$ cat config.mk
export PLATFORM = sky130hd
export DESIGN_NAME = sad_disparity_stream
export DESIGN_NICKNAME = d
export VERILOG_FILES = /design/src/rtl/sad_disparity_stream.sv
export SDC_FILE = /design/constraint.sdc
export NUM_CORES = 2
export LEC_CHECK = 0
export ABC_CLOCK_PERIOD_IN_PS = 21900
export CORE_MARGIN = 8
export CORE_UTILIZATION = 40
export DETAILED_ROUTE_END_ITERATION = 10
export PLACE_DENSITY_LB_ADDON = 0.08
export SYNTH_ARGS = -nofsm -noshare
export SYNTH_HDL_FRONTEND = slang
export SYNTH_SLANG_ARGS = --single-unit
$ cat constraint.sdc
create_clock -name clk_in -period 21.9 [get_ports clk_in]
set_input_delay 4.38 -clock clk_in [delete_from_list [all_inputs] [get_ports clk_in]]
set_output_delay 4.38 -clock clk_in [all_outputs]
set_load 0.1 [all_outputs]
$ cat src/rtl/sad_disparity_stream.sv
// sad_disparity_stream
//
// Streaming stereo disparity search. Each accepted transaction delivers one
// KERNEL_WIDTH-tall pixel column from the left and from the right camera. The
// block keeps a short history of recent columns and then steps through the
// candidate disparities 0..MAX_DISP-1, one per clock. For each candidate it
// computes the sum of absolute differences (SAD) over a
// KERNEL_WIDTH x KERNEL_WIDTH window. It tracks the best and second-best cost
// and emits one result per pixel.
//
// Ports
//   clk_in          system clock
//   rst_in          synchronous active-high reset
//   left_col_in     left column, element 0 (bits [PIX_W-1:0]) is the top row
//   right_col_in    right column, same ordering
//   hcount_in       column index of the incoming column, 0 marks row start
//   vcount_in       row index, passed through to the result
//   data_valid_in   incoming column is valid
//   ready_out       block can accept a column
//   data_valid_out  one-cycle strobe, all result outputs valid this cycle
//   hcount_out      hcount of the result
//   vcount_out      vcount of the result
//   disparity_out   winning disparity
//   depth_out       depth scaled from the winning disparity
//   cost_out        winning SAD cost (all ones when no candidate was legal)
//   disp_valid_out  at least one candidate disparity was legal
//   confident_out   second-best cost exceeds best by at least UNIQ_MARGIN
//
// Handshake: a column transfers on a rising clock edge where data_valid_in and
// ready_out are both high. ready_out is high in IDLE and in the EMIT cycle, and
// low for the whole search. While ready_out is low, data_valid_in is ignored,
// so the source must keep presenting the same column until it is taken.
module sad_disparity_stream #(
    parameter int KERNEL_WIDTH = 3,
    parameter int MAX_DISP     = 16,
    parameter int PIX_W        = 8,
    parameter int UNIQ_MARGIN  = 8,
    parameter int DEPTH_MAX    = 255,
    localparam int COST_W      = PIX_W + $clog2(KERNEL_WIDTH*KERNEL_WIDTH+1),
    localparam int DISP_W      = $clog2(MAX_DISP)
) (
    input  logic                          clk_in,
    input  logic                          rst_in,
    input  logic [KERNEL_WIDTH*PIX_W-1:0] left_col_in,
    input  logic [KERNEL_WIDTH*PIX_W-1:0] right_col_in,
    input  logic [10:0]                   hcount_in,
    input  logic [9:0]                    vcount_in,
    input  logic                          data_valid_in,
    output logic                          ready_out,
    output logic                          data_valid_out,
    output logic [10:0]                   hcount_out,
    output logic [9:0]                    vcount_out,
    output logic [DISP_W-1:0]             disparity_out,
    output logic [7:0]                    depth_out,
    output logic [COST_W-1:0]             cost_out,
    output logic                          disp_valid_out,
    output logic                          confident_out
);

    localparam int RCOLS = KERNEL_WIDTH + MAX_DISP - 1;
    localparam int NL_W  = $clog2(MAX_DISP + 1);

    typedef enum logic [1:0] {
        S_IDLE   = 2'd0,
        S_SEARCH = 2'd1,
        S_EMIT   = 2'd2
    } state_t;

    // The full FSM context (state plus candidate counter) lives in one struct,
    // so a checker can bind to a single signal to observe it.
    typedef struct packed {
        state_t              state;
        logic [DISP_W-1:0]   cand;
    } fsm_t;

    fsm_t fsm_q, fsm_d;

    // Column caches, indexed [column age][row]; age 0 is the newest column.
    logic [PIX_W-1:0] left_cache  [KERNEL_WIDTH][KERNEL_WIDTH];
    logic [PIX_W-1:0] right_cache [RCOLS][KERNEL_WIDTH];

    logic [10:0]       h_lat;
    logic [9:0]        v_lat;
    logic [COST_W-1:0] best_q, second_q;
    logic [DISP_W-1:0] best_d_q;
    logic [NL_W-1:0]   n_legal_q;

    logic              xfer;
    logic              row_start;
    logic              last_cand;
    logic              cand_legal;
    logic [COST_W-1:0] cand_cost;
    logic [PIX_W-1:0]  rpix;
    logic [PIX_W:0]    diff;
    logic [PIX_W:0]    diff_neg;
    logic [PIX_W-1:0]  absd;

    logic [COST_W-1:0] best_n, second_n;
    logic [DISP_W-1:0] best_d_n;
    logic [NL_W-1:0]   n_legal_n;

    logic [7:0] depth_table [MAX_DISP];

    // Constant lookup: depth grows linearly with disparity, reaching DEPTH_MAX
    // at the largest candidate.
    for (genvar i = 0; i < MAX_DISP; i++) begin : g_depth
        assign depth_table[i] = 8'((i * DEPTH_MAX) / (MAX_DISP - 1));
    end

    assign xfer      = data_valid_in && ready_out;
    assign row_start = (hcount_in == 11'd0);
    assign last_cand = (fsm_q.cand == DISP_W'(MAX_DISP - 1));

    // A candidate is legal only when every right column it would compare
    // against lies inside the current row.
    assign cand_legal = (int'(h_lat) >= KERNEL_WIDTH - 1 + int'(fsm_q.cand));

    // ---------------------------------------------------------------- FSM
    always_ff @(posedge clk_in) begin
        if (rst_in) begin
            fsm_q <= '{state: S_IDLE, cand: '0};
        end else begin
            fsm_q <= fsm_d;
        end
    end

    always_comb begin
        fsm_d = fsm_q;
        case (fsm_q.state)
            S_IDLE: begin
                if (xfer) begin
                    fsm_d.state = S_SEARCH;
                    fsm_d.cand  = '0;
                end
            end
            S_SEARCH: begin
                if (last_cand) begin
                    fsm_d.state = S_EMIT;
                    fsm_d.cand  = '0;
                end else begin
                    fsm_d.cand = fsm_q.cand + 1'b1;
                end
            end
            S_EMIT: begin
                // A new column may be taken in the same cycle the result leaves.
                if (xfer) begin
                    fsm_d.state = S_SEARCH;
                    fsm_d.cand  = '0;
                end else begin
                    fsm_d.state = S_IDLE;
                end
            end
            default: begin
                fsm_d.state = S_IDLE;
                fsm_d.cand  = '0;
            end
        endcase
    end

    // ---------------------------------------------------- SAD of candidate
    always_comb begin
        cand_cost = '0;
        rpix      = '0;
        diff      = '0;
        diff_neg  = '0;
        absd      = '0;
        for (int c = 0; c < KERNEL_WIDTH; c++) begin
            for (int r = 0; r < KERNEL_WIDTH; r++) begin
                // Select right column age c+d with constant indices only.
                rpix = '0;
                for (int dd = 0; dd < MAX_DISP; dd++) begin
                    if (fsm_q.cand == DISP_W'(dd)) begin
                        rpix = right_cache[c + dd][r];
                    end
                end
                diff      = {1'b0, left_cache[c][r]} - {1'b0, rpix};
                diff_neg  = -diff;
                absd      = diff[PIX_W] ? diff_neg[PIX_W-1:0] : diff[PIX_W-1:0];
                cand_cost = cand_cost + COST_W'(absd);
            end
        end
    end

    // ------------------------------------------- best / second-best update
    always_comb begin
        best_n    = best_q;
        second_n  = second_q;
        best_d_n  = best_d_q;
        n_legal_n = n_legal_q;
        if (cand_legal) begin
            n_legal_n = n_legal_q + 1'b1;
            // Strict compares: on a tie the earlier (smaller) disparity keeps
            // the win and the equal cost becomes second best.
            if (cand_cost < best_q) begin
                second_n = best_q;
                best_n   = cand_cost;
                best_d_n = fsm_q.cand;
            end else if (cand_cost < second_q) begin
                second_n = cand_cost;
            end
        end
    end

    // ------------------------------------------- caches and search state
    always_ff @(posedge clk_in) begin
        if (rst_in) begin
            for (int c = 0; c < KERNEL_WIDTH; c++) begin
                for (int r = 0; r < KERNEL_WIDTH; r++) begin
                    left_cache[c][r] <= '0;
                end
            end
            for (int c = 0; c < RCOLS; c++) begin
                for (int r = 0; r < KERNEL_WIDTH; r++) begin
                    right_cache[c][r] <= '0;
                end
            end
            h_lat     <= '0;
            v_lat     <= '0;
            best_q    <= '1;
            second_q  <= '1;
            best_d_q  <= '0;
            n_legal_q <= '0;
        end else if (xfer) begin
            // On row start the older history belongs to the previous row, so
            // it is replaced by zeros while the new column shifts in.
            for (int r = 0; r < KERNEL_WIDTH; r++) begin
                left_cache[0][r]  <= left_col_in[r*PIX_W +: PIX_W];
                right_cache[0][r] <= right_col_in[r*PIX_W +: PIX_W];
                for (int c = 1; c < KERNEL_WIDTH; c++) begin
                    left_cache[c][r] <= row_start ? '0 : left_cache[c-1][r];
                end
                for (int c = 1; c < RCOLS; c++) begin
                    right_cache[c][r] <= row_start ? '0 : right_cache[c-1][r];
                end
            end
            h_lat     <= hcount_in;
            v_lat     <= vcount_in;
            best_q    <= '1;
            second_q  <= '1;
            best_d_q  <= '0;
            n_legal_q <= '0;
        end else if (fsm_q.state == S_SEARCH) begin
            best_q    <= best_n;
            second_q  <= second_n;
            best_d_q  <= best_d_n;
            n_legal_q <= n_legal_n;
        end
    end

    // ------------------------------------------------------------ outputs
    always_ff @(posedge clk_in) begin
        if (rst_in) begin
            ready_out      <= 1'b1;
            data_valid_out <= 1'b0;
            hcount_out     <= '0;
            vcount_out     <= '0;
            disparity_out  <= '0;
            depth_out      <= '0;
            cost_out       <= '1;
            disp_valid_out <= 1'b0;
            confident_out  <= 1'b0;
        end else begin
            ready_out      <= (fsm_d.state != S_SEARCH);
            data_valid_out <= (fsm_d.state == S_EMIT);
            // The last candidate's update is folded in via the *_n values.
            if (fsm_q.state == S_SEARCH && last_cand) begin
                hcount_out <= h_lat;
                vcount_out <= v_lat;
                if (n_legal_n == '0) begin
                    disp_valid_out <= 1'b0;
                    disparity_out  <= '0;
                    depth_out      <= '0;
                    cost_out       <= '1;
                    confident_out  <= 1'b0;
                end else begin
                    disp_valid_out <= 1'b1;
                    disparity_out  <= best_d_n;
                    depth_out      <= depth_table[best_d_n];
                    cost_out       <= best_n;
                    confident_out  <= (n_legal_n >= NL_W'(2)) &&
                                      ((second_n - best_n) >= COST_W'(UNIQ_MARGIN));
                end
            end
        end
    end

endmodule
* After elaboration in Yosys (flattened, before gate mapping)
Memory sizes are Yosys's and may differ from the RTL's.
Index checks and enable logic that the tools add are counted.
** Word-level totals
- Register bits :: 109
- Bits in writable memories :: 504
- Bits in read-only memories :: 128
- Input port bits :: 72
- Output and inout bits :: 49
- Logic and storage cells :: 449
- Memories kept :: 3
** Cells by class
- Add/subtract/negate cells :: 30
- Magnitude comparators :: 6
- Equal/unequal tests :: 21
- Mux-type cells :: 299
- Bitwise gates (word level) :: 64
- Reductions and logical operators :: 9
** Memories
- right_cache :: depth 18, width 24, read ports 18, clocked after Yosys merged registers in 0, wr ports 18, RTL line 80 : logic [PIX_W-1:0] right_cache [RCOLS][KERNEL_WIDTH];
- (no name shown) :: depth 16, width 8, read ports 1, clocked after Yosys merged registers in 0, wr ports 0, RTL line 278 : depth_out <= depth_table[best_d_n];
- left_cache :: depth 3, width 24, read ports 3, clocked after Yosys merged registers in 0, wr ports 3, RTL line 79 : logic [PIX_W-1:0] left_cache [KERNEL_WIDTH][KERNEL_WIDTH];
** Operators by type and width (number)
- $mux W8 :: 276
- $sub A8 B8 Y9 :: 9
- $mux W12 :: 6
- $neg A8 Y8 :: 9
- $or A1 B1 Y1 :: 63
- $add A12 B8 Y12 :: 4
- $eq A4 B4 Y1 const B :: 8
- $lt A12 B12 Y1 :: 2
- $mux W4 :: 5
- $pmux W6 S3 :: 1
- $eq A4 B3 Y1 const B :: 4
- $add A11 B8 Y12 :: 1
- $ge A12 B4 Y1 const B :: 1
- $sub A12 B12 Y12 :: 1
- $add A10 B8 Y11 :: 1
- $ge A11 B5 Y1 :: 1
- $logic_not A11 Y1 :: 1
- $add A9 B8 Y10 :: 1
- $add A8 B8 Y9 :: 1
- $eq A4 B2 Y1 const B :: 2
- $mux W1 :: 8
- $mux W6 :: 1
- $add A2 B4 Y5 const A :: 1
- $add A5 B1 Y5 const B :: 1
- 17 further kinds :: 21

* Logic depth before layout (Yosys ltp)
- Depth in word-level cells :: 36
- Mapped depth :: 59
- Depth with buffers taken out :: 54

* Worst setup path before layout
OpenSTA, ideal clock, no wires.
- Path kind :: in2reg
- From :: input port data_valid_in
- To :: memory left_cache[0][0] (netlist name) (enable)
- Library setup time :: 1.064 ns
- Data arrival time :: 18.456 ns
- Required time :: 20.836 ns
- Slack :: 2.380 ns
- Stages on the path :: 3
- Buffers on the path :: 1
- Cell sequence :: a21oi_1 -> inv_1 -> clkbuf_1
** RTL lines
- start: declaration :: RTL line 48 : input logic data_valid_in,
- end: declaration :: RTL line 79

* Worst setup path in the final report
- From :: register fsm_q[3] (netlist name)
- To :: register confident_out
** Between the ends
- Word-level cells in the longest chain between the ends :: 36
- Elaborated cells between the ends (all ways) :: 212
- Those cells by class :: add/sub (28); order compare (5); eq/ne (15); mux (160); reduce/logical (4)
** Ends and longest elaborated chain
- start: declaration :: RTL line 76 : fsm_t fsm_q, fsm_d;
- start signal: assignment :: RTL line 121 : fsm_q <= '{state: S_IDLE, cand: '0};
- start signal: assignment :: RTL line 123 : fsm_q <= fsm_d;
- $logic_not A4 Y1 :: RTL line 172 : if (fsm_q.cand == DISP_W'(dd)) begin
- $mux W8 (16 in a row) :: RTL line 172
- $sub A8 B8 Y9 :: RTL line 176 : diff = {1'b0, left_cache[c][r]} - {1'b0, rpix};
- $neg A8 Y8 :: RTL line 177 : diff_neg = -diff;
- $mux W8 :: RTL line 178 : absd = diff[PIX_W] ? diff_neg[PIX_W-1:0] : diff[PIX_W-1:0];
- $add A8 B8 Y9 :: RTL line 179 : cand_cost = cand_cost + COST_W'(absd);
- $add A9 B8 Y10 :: RTL line 179
- $add A10 B8 Y11 :: RTL line 179
- (+6 left out)
- $mux W12 :: RTL line 198 : end else if (cand_cost < second_q) begin
- $mux W12 :: RTL line 194 : if (cand_cost < best_q) begin
- $mux W12 * :: RTL line 190 : if (cand_legal) begin
- named net second_n[1] :: RTL line 98 : logic [COST_W-1:0] best_n, second_n;
- $sub A12 B12 Y12 * :: RTL line 281 : ((second_n - best_n) >= COST_W'(UNIQ_MARGIN));
- $ge A12 B4 Y1 * :: RTL line 281
- $logic_and A1 B1 Y1 * :: RTL line 280 : confident_out <= (n_legal_n >= NL_W'(2)) &&
- $mux W1 * :: RTL line 269 : if (n_legal_n == '0) begin
- end signal: assignment :: RTL line 280
- end: declaration :: RTL line 57 : output logic confident_out
Mark *: on every way through the listed nets, which the timed path passes. The rest lies on a longest branch.
A chain may end at the register's enable or synchronous reset.

==> impl_results.md <==
- Post-Route WL: 129 mm
- Final Cell Area: 43100 µm²
- GR Overflow Total: 0
- Worst path slowest cell: a2111oi_0
- Vias in the first global route: 29666
- Clock Path Buffers: 3
- Cell chosen for the clock root: clkbuf_16
- # Max-Cap Violations: 0
- Fillers: 9336
- DRT Pass-1 Iters: 8
- CTS tree: done
- Initial Utilization: 40.1%
- Area growth, synth to finish: 11.8%
- Pin count of the biggest net entering global routing: 266
- Unique masters post-synth: 82
- Area of the multi-input gates: 19600 µm²
- Cell count after synthesis: 3856
- RSZ-0062 raised after global routing: no
- Most used cell, CP: fa_1
- Total core area: 96100 µm²
- Max Clk Rate: 67.5 MHz
- Net count, final: 4088
- IO Count: 121
- Post-Place Setup Slack: 7.37 ns
- Critical path startpoint category: flop
- Postcts setup bufs: 0
- Die W: 326 µm
- Worst EP required: 22.42 ns
- H-tree Lvls: 3
- Most frequent cells in the layout: 508 x and2_1, 504 x edfxtp_1, 288 x a21oi_1
- Crit share post-route: 67.6%
- TritonCTS Buffers: 76
- Placed cells: 5008
- Std-Cell Rows: 114
- Hold Path Class: flop to flop
- Critical Path Max Stage Delay: 0.84 ns
- Chip Height: 326 µm
- Fin cells: 5148
- First-pass GRT wire length: 197 mm
- Worst-margin pin slew: 1.19 ns
- Share of layout cells above drive strength 1: 6.46%
- Ys flop type: edfxtp_1
- Clk Latency, worst-skew pair: 0.64 ns
- Minimum clock period: 14.81 ns
- DR WL/cell: 25.1 µm
- DR vias: 30662
- Seq/Total Area, Yosys: 44.5%
- CTS Sinks: 605
- Peak fanout along the critical path: 34
- CTS resizes: 0
- Via density: 5.96
- Synthesized net count: 4134
- Number of synthesized register bits: 605
- IO Port Bufs: 120
- Total track usage: 23.6%
- Die Area: 107000 µm²
- Initial antenna violation count: 3
- Post-synth ARST share: 0%
- Clock Skew: 0.0228 ns
- Cell area after placement: 40600 µm²
- 1st-iter DRT viols: 3384
- Final Hold Viols: 0
- Synth Warn #: 0
- Residual DRC: 0
- Final Max Slew Viols: 0
- Post-synth EDFFs: 504
- TNS Setup: 0 ns
- Outcome: completed
- Clock-pin slew on the worst setup and hold paths: 0.06 ns
- Worst Setup End Kind: flop
- Final setup viols: 0
- ANT nets after route: 0
- Rel. slew slack: 20.8%
- CTS Hold Bufs: 0
- Final GP Congestion: 0.861
- Most common cell after layout, fill and taps aside: and2_1
- Mean Syn Cell Area: 9.99 µm²
- FF/Latch Area: 17200 µm²
- Final worst slack: 7.09 ns
- Synthesized cell area: 38500 µm²
- Final HPWL DP: 88.9 mm
- WS Path Type: flop to flop
- CP Data Arrival Time: 15.33 ns
==> metrics by stage <==
stage | hold WS (ns) | utilization (%)
6_report | 0.448 | 44.8
5_1_grt | 0.468 | 44.8
4_1_cts | 0.444 | 44.8
3_5_place_dp | 0.445 | 42.2
3_3_place_gp | 0.442 | 42.2
2_1_floorplan | 0.432 | -
==> routing by layer <==
metal / global-route usage, % / routed length, µm
met3: 3.71 / 7610
met2: 37.3 / 59200
met5: 0 / 0
met4: 7.20 / 3740
met1: 33.2 / 58900
==> synth_stat cells, drive strengths merged, types with 52 or more instances <==
library cell	n	share of area (%)
a21oi	299	4.0
a221o	80	2.1
a221oi	152	3.8
and2	513	8.3
buf	119	1.7
clkbuf	182	1.8
dfxtp	101	5.2
edfxtp	504	39
fa	64	3.3
ha	142	4.6
inv	148	1.4
nand2	280	2.7
nor2	185	1.9
nor2b	96	1.6
nor3	62	0.82
o211ai	52	1.0
o21ai	177	2.3
o22ai	109	1.8
xnor2	67	1.5
==> logic make-up after synthesis <==
kind of cell,synth area share (%)
simple gates,17.8
compound gates,22.2
flops,44.5
buf+inv,4.93
fa+ha+maj,7.94
xor+xnor,2.45
mux,0.211
==> layout make-up <==
type,count,share of cell area [%]
diodes,1,0.00581
well taps,1276,3.71
clock buffers,100,4.96
multi-input cells,2802,45.5
clock inverters,39,0.767
flip-flops and latches,605,39.8
repair buffers,177,3.87
inverters,148,1.31
==> state kept, by name (all words and copies together), names as in the netlist, 6 cells and up <==
name,count
fsm_q,6
vcount_out,10
best_q,12
cost_out,12
hcount_out,11
second_q,12
right_cache,432
left_cache,72
v_lat,10
h_lat,11
==> worst max-delay path, delay by kind of cell, from the launching register on <==
family,cells,cell delay [ns]
and+or+nand+nor,9,2.24
adders and majority gates,9,3.75
AOI/OAI and AO/OA,24,6.67
buffers and inverters,4,1.06
xor gates and xnor gates,1,0.17
DFF,1,0.78
==> path summary, 6_finish.rpt <==
kind         cells past startpoint  slack [ns]       endpoint  startpoint
max                             47        7.09  confident_out    fsm_q[3]
min                              2        0.45  vcount_out[0]    v_lat[0]
max reg2reg                     47        7.09  confident_out    fsm_q[3]
min reg2reg                      2        0.45  vcount_out[0]    v_lat[0]
Power is not shown: default switching activity piles up to over one toggle a cycle in this logic, so the estimate is an artifact.
